--- config.mk ---
export PLATFORM = sky130hd
export DESIGN_NAME = cmp_mag_seq
export DESIGN_NICKNAME = d
export VERILOG_FILES = /design/src/rtl/cmp_pkg.sv /design/src/rtl/cmp_slice.sv /design/src/rtl/cmp_mag_seq.sv
export SDC_FILE = /design/constraint.sdc
export NUM_CORES = 1
export LEC_CHECK = 0
export CORE_UTILIZATION = 47
export CTS_CLUSTER_SIZE = 10
export DETAILED_ROUTE_END_ITERATION = 16
export PLACE_DENSITY_LB_ADDON = 0.15
export SYNTH_ARGS = -nofsm -noshare
export SYNTH_HDL_FRONTEND = slang
export SYNTH_HIERARCHICAL = 1
export SYNTH_SLANG_ARGS = --single-unit
export TNS_END_PERCENT = 100
--- constraint.sdc ---
create_clock -name clk -period 2.6 [get_ports clk]
set_input_delay 0.52 -clock clk [delete_from_list [all_inputs] [get_ports clk]]
set_output_delay 0.52 -clock clk [all_outputs]
set_load 0.02 [all_outputs]
--- src/rtl/cmp_pkg.sv ---
// Shared types and helpers for the sequential magnitude comparator.
package cmp_pkg;

    typedef enum logic {
        IDLE = 1'b0,
        RUN  = 1'b1
    } state_e;

    typedef enum logic [1:0] {
        RES_LT = 2'd0,
        RES_EQ = 2'd1,
        RES_GT = 2'd2
    } res_e;

    // Offset-binary mapping: flipping the sign bit turns a two's-complement
    // compare into an unsigned one; only the top slice carries that bit.
    function automatic logic offset_msb(input logic msb, input logic is_signed);
        return msb ^ is_signed;
    endfunction

endpackage

--- src/rtl/cmp_slice.sv ---
// Combinational CHUNK-bit unsigned compare; generalisation of the old 4-bit A>=B block.
module cmp_slice #(
    parameter int CHUNK = 4
) (
    input  logic [CHUNK-1:0] a_slice,
    input  logic [CHUNK-1:0] b_slice,
    output logic             slice_gt,
    output logic             slice_eq
);

    assign slice_gt = (a_slice > b_slice);
    assign slice_eq = (a_slice == b_slice);

endmodule

--- src/rtl/cmp_mag_seq.sv ---
// Multi-cycle WIDTH-bit magnitude comparator, MSB slice first, CHUNK bits per clock.
// Optional feature: define CMP_EARLY_EXIT_EN to finish on the first differing slice.
module cmp_mag_seq
    import cmp_pkg::*;
#(
    parameter int WIDTH = 16,
    parameter int CHUNK = 4
) (
    input  logic             clk,
    input  logic             rst_n,
    input  logic             start,
    input  logic             is_signed,
    input  logic [WIDTH-1:0] a,
    input  logic [WIDTH-1:0] b,
    output logic             busy,
    output logic             done,
    output logic             ge,
    output logic             gt,
    output logic             eq,
    output logic             lt
);

    localparam int NSLICE = WIDTH / CHUNK;
    localparam int IDXW   = (NSLICE > 1) ? $clog2(NSLICE) : 1;
    localparam logic [IDXW-1:0] IDX_TOP  = IDXW'(NSLICE - 1);
    localparam logic [IDXW-1:0] IDX_ZERO = {IDXW{1'b0}};
    localparam logic [IDXW-1:0] IDX_ONE  = IDXW'(1);

`ifdef CMP_EARLY_EXIT_EN
    localparam logic EARLY_EXIT = 1'b1;
`else
    localparam logic EARLY_EXIT = 1'b0;
`endif

    state_e            state_q;
    logic [IDXW-1:0]   idx_q;
    logic [WIDTH-1:0]  a_q;
    logic [WIDTH-1:0]  b_q;
    logic              decided_q;
    res_e              res_q;
    logic              busy_q;
    logic              done_q;
    logic              ge_q;
    logic              gt_q;
    logic              eq_q;
    logic              lt_q;

    logic [WIDTH-1:0]  a_off_s;
    logic [WIDTH-1:0]  b_off_s;
    logic [CHUNK-1:0]  slice_a_s;
    logic [CHUNK-1:0]  slice_b_s;
    logic              slice_gt_s;
    logic              slice_eq_s;
    res_e              cur_res_s;
    logic              finish_s;

    // Operands are stored already offset-mapped so RUN only does unsigned slice compares.
    always_comb begin
        a_off_s            = a;
        b_off_s            = b;
        a_off_s[WIDTH-1]   = offset_msb(a[WIDTH-1], is_signed);
        b_off_s[WIDTH-1]   = offset_msb(b[WIDTH-1], is_signed);
    end

    // Select the slice currently under examination.
    always_comb begin
        slice_a_s = a_q[int'(idx_q) * CHUNK +: CHUNK];
        slice_b_s = b_q[int'(idx_q) * CHUNK +: CHUNK];
    end

    cmp_slice #(
        .CHUNK (CHUNK)
    ) u_slice (
        .a_slice  (slice_a_s),
        .b_slice  (slice_b_s),
        .slice_gt (slice_gt_s),
        .slice_eq (slice_eq_s)
    );

    // Running verdict: the first differing slice wins and later slices are ignored.
    always_comb begin
        cur_res_s = RES_EQ;
        if (decided_q) begin
            cur_res_s = res_q;
        end else if (slice_eq_s) begin
            cur_res_s = RES_EQ;
        end else if (slice_gt_s) begin
            cur_res_s = RES_GT;
        end else begin
            cur_res_s = RES_LT;
        end
        finish_s = (idx_q == IDX_ZERO) || (EARLY_EXIT && !slice_eq_s);
    end

    // Control FSM with registered handshake and result flags.
    always_ff @(posedge clk or negedge rst_n) begin
        if (!rst_n) begin
            state_q   <= IDLE;
            idx_q     <= IDX_ZERO;
            a_q       <= {WIDTH{1'b0}};
            b_q       <= {WIDTH{1'b0}};
            decided_q <= 1'b0;
            res_q     <= RES_EQ;
            busy_q    <= 1'b0;
            done_q    <= 1'b0;
            ge_q      <= 1'b0;
            gt_q      <= 1'b0;
            eq_q      <= 1'b0;
            lt_q      <= 1'b0;
        end else begin
            case (state_q)
                IDLE: begin
                    done_q <= 1'b0;
                    if (start) begin
                        a_q       <= a_off_s;
                        b_q       <= b_off_s;
                        idx_q     <= IDX_TOP;
                        decided_q <= 1'b0;
                        res_q     <= RES_EQ;
                        busy_q    <= 1'b1;
                        state_q   <= RUN;
                    end else begin
                        busy_q    <= 1'b0;
                    end
                end
                RUN: begin
                    if (finish_s) begin
                        gt_q    <= (cur_res_s == RES_GT);
                        eq_q    <= (cur_res_s == RES_EQ);
                        lt_q    <= (cur_res_s == RES_LT);
                        ge_q    <= (cur_res_s != RES_LT);
                        done_q  <= 1'b1;
                        busy_q  <= 1'b0;
                        state_q <= IDLE;
                    end else begin
                        idx_q     <= idx_q - IDX_ONE;
                        decided_q <= decided_q | ~slice_eq_s;
                        res_q     <= cur_res_s;
                    end
                end
                default: begin
                    state_q <= IDLE;
                    busy_q  <= 1'b0;
                    done_q  <= 1'b0;
                end
            endcase
        end
    end

    assign busy = busy_q;
    assign done = done_q;
    assign ge   = ge_q;
    assign gt   = gt_q;
    assign eq   = eq_q;
    assign lt   = lt_q;

endmodule

Word-level counts from Yosys, hierarchy flattened
Index checks and enable logic that the tools add are counted.
Widths: inputs -> output; s select.
- logic and storage cells: 52
- input port bits: 36
- register bits: 44
- output and inout bits: 6
- shift-type cells: 2
- eq/ne operators: 6
- bitwise operators: 5
- add/sub/neg operators: 1
- reductions and logical operators: 6
- $lt $le $gt $ge: 1
- muxes and demuxes: 19
- operators by type and width (kind ; number):
    $shiftx 16x5->4 ; 2
    $mux 2 ; 7
    $pmux 1 s2 ; 4
    $pmux 2 s2 ; 2
    $mux 1 ; 6
    $reduce_and 2->1 ; 3
    $eq 4x4->1 ; 1
    $gt 4x4->1 ; 1
    $logic_not 2->1 ; 2
    $ne 2x2->1 const B ; 2
    $eq 2x1->1 const B ; 1
    $eq 2x2->1 const B ; 1
    $ne 2x1->1 const B ; 1
    $not 1->1 ; 2
    $reduce_bool 2->1 ; 1
    $sub 2x1->2 const B ; 1
    $xor 1x1->1 ; 2
    $or 1x1->1 ; 1

Longest topological paths before layout
- depth in word-level cells: 7
- depth in mapped cells: 9
- mapped depth without buffers: 8

By module
The synthesis kept the hierarchy.
- modules (own cells, without submodules) (module ; cells an instance ; area an instance (sq um) ; times used ; sequential area each (sq um)):
    cmp_mag_seq ; 193 ; 1990.7 ; 1 ; 1102.3
    cmp_slice ; 13 ; 108.9 ; 1 ; 0.0

Worst setup path before layout
Ideal clock, no wire load.
- path kind: register -> register
- start point: reg idx_q[0]
- end point: reg ge_q (netlist: ge)
- arrival time: 1996 ps
- slack: 472 ps
- stages on the path, launching flop included: 8
- data required time: 2467 ps
- cells stage by stage: dfrtp_1 -> buf_6 -> mux4_2 -> ha_1 -> and4_1 -> mux2i_1 -> nor2b_4 -> a21oi_1
- RTL lines (element ; RTL line ; RTL):
    start, declared ; cmp_mag_seq.sv:36 ; logic [IDXW-1:0] idx_q;
    start signal, assigned ; cmp_mag_seq.sv:136 ; idx_q <= idx_q - IDX_ONE;
    $shiftx 16x5->4 ; cmp_mag_seq.sv:67 ; slice_a_s = a_q[int'(idx_q) * CHUNK +: CHUNK];
    named net slice_a_s[2] ; cmp_mag_seq.sv:50 ; logic [CHUNK-1:0] slice_a_s;
    $eq 4x4->1 ; cmp_slice.sv:12 ; assign slice_eq = (a_slice == b_slice);
    named net slice_eq_s ; cmp_mag_seq.sv:53 ; logic slice_eq_s;
    $mux 2 ; cmp_mag_seq.sv:85 ; end else if (slice_eq_s) begin
    $mux 2 ; cmp_mag_seq.sv:83 ; if (decided_q) begin
    $reduce_bool 2->1 ; cmp_mag_seq.sv:131 ; ge_q <= (cur_res_s != RES_LT);
    end signal, assigned ; cmp_mag_seq.sv:131 ;
    end, declared ; cmp_mag_seq.sv:43 ; logic ge_q;
The timed path passes the listed nets, and every way through them passes these cells.
A chain may end at the register's enable or synchronous reset.

Worst setup path after layout
- start point: reg idx_q[0]
- end point: reg ge_q (netlist: ge)
- RTL lines (element ; RTL line ; RTL):
    $shiftx 16x5->4 ; cmp_mag_seq.sv:68 ; slice_b_s = b_q[int'(idx_q) * CHUNK +: CHUNK];
    named net slice_b_s[2] ; cmp_mag_seq.sv:51 ; logic [CHUNK-1:0] slice_b_s;
    $eq 4x4->1 ; cmp_slice.sv:12 ;
    named net slice_eq_s ; cmp_mag_seq.sv:53 ;
    $mux 2 ; cmp_mag_seq.sv:85 ;
    $mux 2 ; cmp_mag_seq.sv:83 ;
    $reduce_bool 2->1 ; cmp_mag_seq.sv:131 ;
The timed path passes the listed nets, and every way through them passes these cells.

==> results.py <==
metrics = {
    "status": {
        "outcome": "finished clean",
    },
    "cells_and_area": {
        "final_util_pct": 62.7,
        "num-fill-cells": 361,
        "drive_above_1_share_pct": 12.9,
        "final_common_cell": "nand2_1",
        "antenna-diode-count": 0,
        "stdcell_count": 298,
        "syn_to_final_growth_pct": 23.7,
        "layout_common_cells": "96 x nand2_1, 43 x dfrtp_1, 40 x clkdlybuf4s50_1",
        "fin_nets": 288,
    },
    "power": {
        "pwr-share-clk_pct": 14.7,
        "power_density_nw_per_um2": 1220,
        "internal_power_uw": 1990,
        "pwr-share-seq_pct": 39.3,
        "p_leak_uw": 0.00126,
        "ir_drop_mv": 0.442,
        "pwr-share-comb_pct": 46.1,
        "p_sw_share_pct": 37.1,
        "p_sw_uw": 1170,
    },
    "die": {
        "fp.coreArea_um2": 4140,
        "placementRows": 23,
        "die_h_um": 68.8,
        "initial_core_util_pct": 50.7,
        "ios": 42,
        "die_w_um": 68.8,
        "dieArea_um2": 4740,
    },
    "sta": {
        "finalSetupViolCount": 0,
        "period_minus_slack_ns": 2.30,
        "drv_slew": 0,
        "fmax_mhz": 435,
        "hold_viol": 0,
        "fin_skew_ns": 0.0109,
        "finalCritPeriodShare_pct": 88.3,
        "worst_slew_pin_slew_ns": 0.487,
        "holdWs_ns": 0.181,
        "tns_ns": 0,
        "slew_headroom_pct": 67.5,
        "rsz0062_at_grt": "false",
    },
    "clocking": {
        "cts_tree": "built",
        "root_buffer": "clkbuf_8",
        "clkLatencyLatePin_ns": 0.30,
        "cts.sinks": 44,
        "cts_hold_buf": 0,
        "path_clk_slew_ns": 0.08,
        "clk_path_buf_depth": 2,
        "cts_made_buffers": 5,
        "cts.repair.resized": 0,
        "post-cts-setup-buffers": 0,
        "htree_levels": 2,
    },
    "grt": {
        "grt_pass1_vias": 1413,
        "antenna_found_initial": 0,
        "gr-total-overflow": 0,
        "grtUsageTotal_pct": 19.2,
        "grt_pass1_wl_mm": 6.53,
        "grt_max_degree": 37,
    },
    "run": {
        "maxCapViolations": 0,
    },
    "critical_path": {
        "worstPathRequired_ns": 2.76,
        "crit_chain": "buf_4, mux4_2, inv_1, ha_1, and4_1, mux2i_1, nor2b_4, a21oi_1",
        "r2r_slack_ns": 0.30,
        "r2r_end": "ge$_DFFE_PN0P_",
        "critical_path.top_delay_family": "multiplexers",
        "cp-start-kind": "register",
        "critPathSlowestCell": "mux4_2",
        "worstPathArrival_ns": 2.46,
        "cp_max_fo": 6,
        "max_stage_delay_ns": 0.50,
        "cp-end-kind": "register",
        "reg2reg_depth": 8,
        "r2r-start": "idx_q[0]$_DFFE_PN0P_",
        "criticalPathCategory": "register to register",
        "crit_buf_inv": 2,
    },
    "logic_synthesis": {
        "ys_top_cells_by_area": "dfrtp_1 51%, nand2_1 17%, mux4_2 7.5%",
        "ys_types": 33,
        "syn_inst": 206,
        "yosys_register_bits": 44,
        "yosysWarnings": 6,
        "synth_area_per_cell_um2": 10.2,
        "synth_top_area_share_pct": 51.3,
        "yosysTopAreaCell": "dfrtp_1",
        "syn-num-nets": 247,
        "ys_seq_area_share_pct": 52.5,
        "syn-cell-area_um2": 2100,
    },
    "placed_design": {
        "gp_congestion": 0.763,
        "numPortBuffers": 41,
        "numPlacedInstances": 290,
        "place.detailed.hpwl_mm": 2.74,
    },
    "detailed_routing": {
        "vias": 1484,
        "wl_per_cell_um": 12.8,
        "ant_nets": 0,
        "avgViaCountPerCell": 4.98,
        "finalWirelength_mm": 3.82,
        "drt_iter0_markers": 69,
        "dr.pass1.iters": 4,
        "route.detailed.drc": 0,
    },
    "min_path": {
        "min_path_type": "input pin to asynchronous set/reset pin",
    },
}
-- cells by family after synthesis --
kind of cell	synth area share [%]
and+or+nand+nor	22.1
xor gates and xnor gates	0.834
DFF	52.5
muxes	9.24
adders and majority gates	2.98
AOI/OAI and AO/OA	6.20
buffers and inverters	6.14
-- worst register-to-register path, cell delays in order, from the launching register on --
cell     delay, ns
dfrtp_1       0.42
buf_4         0.19
mux4_2        0.50
inv_1         0.07
ha_1          0.24
and4_1        0.26
mux2i_1       0.24
nor2b_4       0.20
a21oi_1       0.07
-- routing by layer --
metal | track usage (%) | vias up | share of wire [%]
met3 | 4.93 | 7 | 4.3
met5 | 0 | - | 0
met2 | 29.3 | 34 | 44
li1 | - | 745 | -
met4 | 6.89 | 0 | 1.6
met1 | 26.6 | 698 | 50
-- layout make-up --
cell class	count	area (um2)	area share (%)
flip-flops and latches	44	1100	42.4
multi-input cells	144	871	33.5
repair buffers	45	435	16.8
clock buffers	8	100	3.85
well taps	50	62.6	2.41
inverters	7	26.3	1.01
-- sequential cells by signal, indices dropped and copies added, names as in the netlist, 2 cells and up --
signal and count:
a_q 16, idx_q 2, res_q 2, b_q 16
-- through the flow --
step	setup WS (ns)	area, um2	total power [uW]
4_1_cts	0.280	2600	3200
6_report	0.303	2600	3170
3_3_place_gp	0.354	2500	2700
5_1_grt	0.119	2600	3430
2_1_floorplan	0.472	2100	2390
3_5_place_dp	0.295	2500	2730
-- worst max path at each step --
| stage | startpoint | endpoint | slack [ns] | depth (start not counted) |
|---|---|---|---|---|
| 6_report | idx_q[0]$_DFFE_PN0P_ | ge$_DFFE_PN0P_ | 0.30 | 8 |
| 5_1_grt | idx_q[0]$_DFFE_PN0P_ | ge$_DFFE_PN0P_ | 0.12 | 8 |
| 4_1_cts | idx_q[0]$_DFFE_PN0P_ | ge$_DFFE_PN0P_ | 0.28 | 8 |
| 3_5_place_dp | idx_q[0]$_DFFE_PN0P_ | ge$_DFFE_PN0P_ | 0.29 | 7 |
| 3_3_place_gp | idx_q[0]$_DFFE_PN0P_ | ge$_DFFE_PN0P_ | 0.35 | 8 |
| 2_1_floorplan | idx_q[0]$_DFFE_PN0P_ | ge$_DFFE_PN0P_ | 0.47 | 7 |
-- Yosys cell counts (all sizes together) --
| master | instances |
|---|---|
| nand2 | 97 |
| dfrtp | 43 |
| buf | 11 |
| mux4 | 8 |
| inv | 7 |
| a21oi | 5 |
| ha | 5 |
| nor2 | 5 |
| nor2b | 4 |
| o21ai | 4 |
| a22o | 2 |
| a22oi | 2 |
| nand2b | 2 |
| o21a | 2 |
| xnor2 | 2 |
| a211oi | 1 |
| and4 | 1 |
| dfstp | 1 |
| mux2i | 1 |
| nand3 | 1 |
| o211ai | 1 |
| o2bb2ai | 1 |
-- power by group through the flow --
stage	combinational [uW]	sequential, uW	clock, uW
floorplan	1190	1200	0
global placement	1440	1260	0
detailed placement	1480	1260	0
CTS	1490	1240	469
global route	1650	1280	494
finish	1460	1240	464
Note: power is estimated with default switching activity, not from simulation.
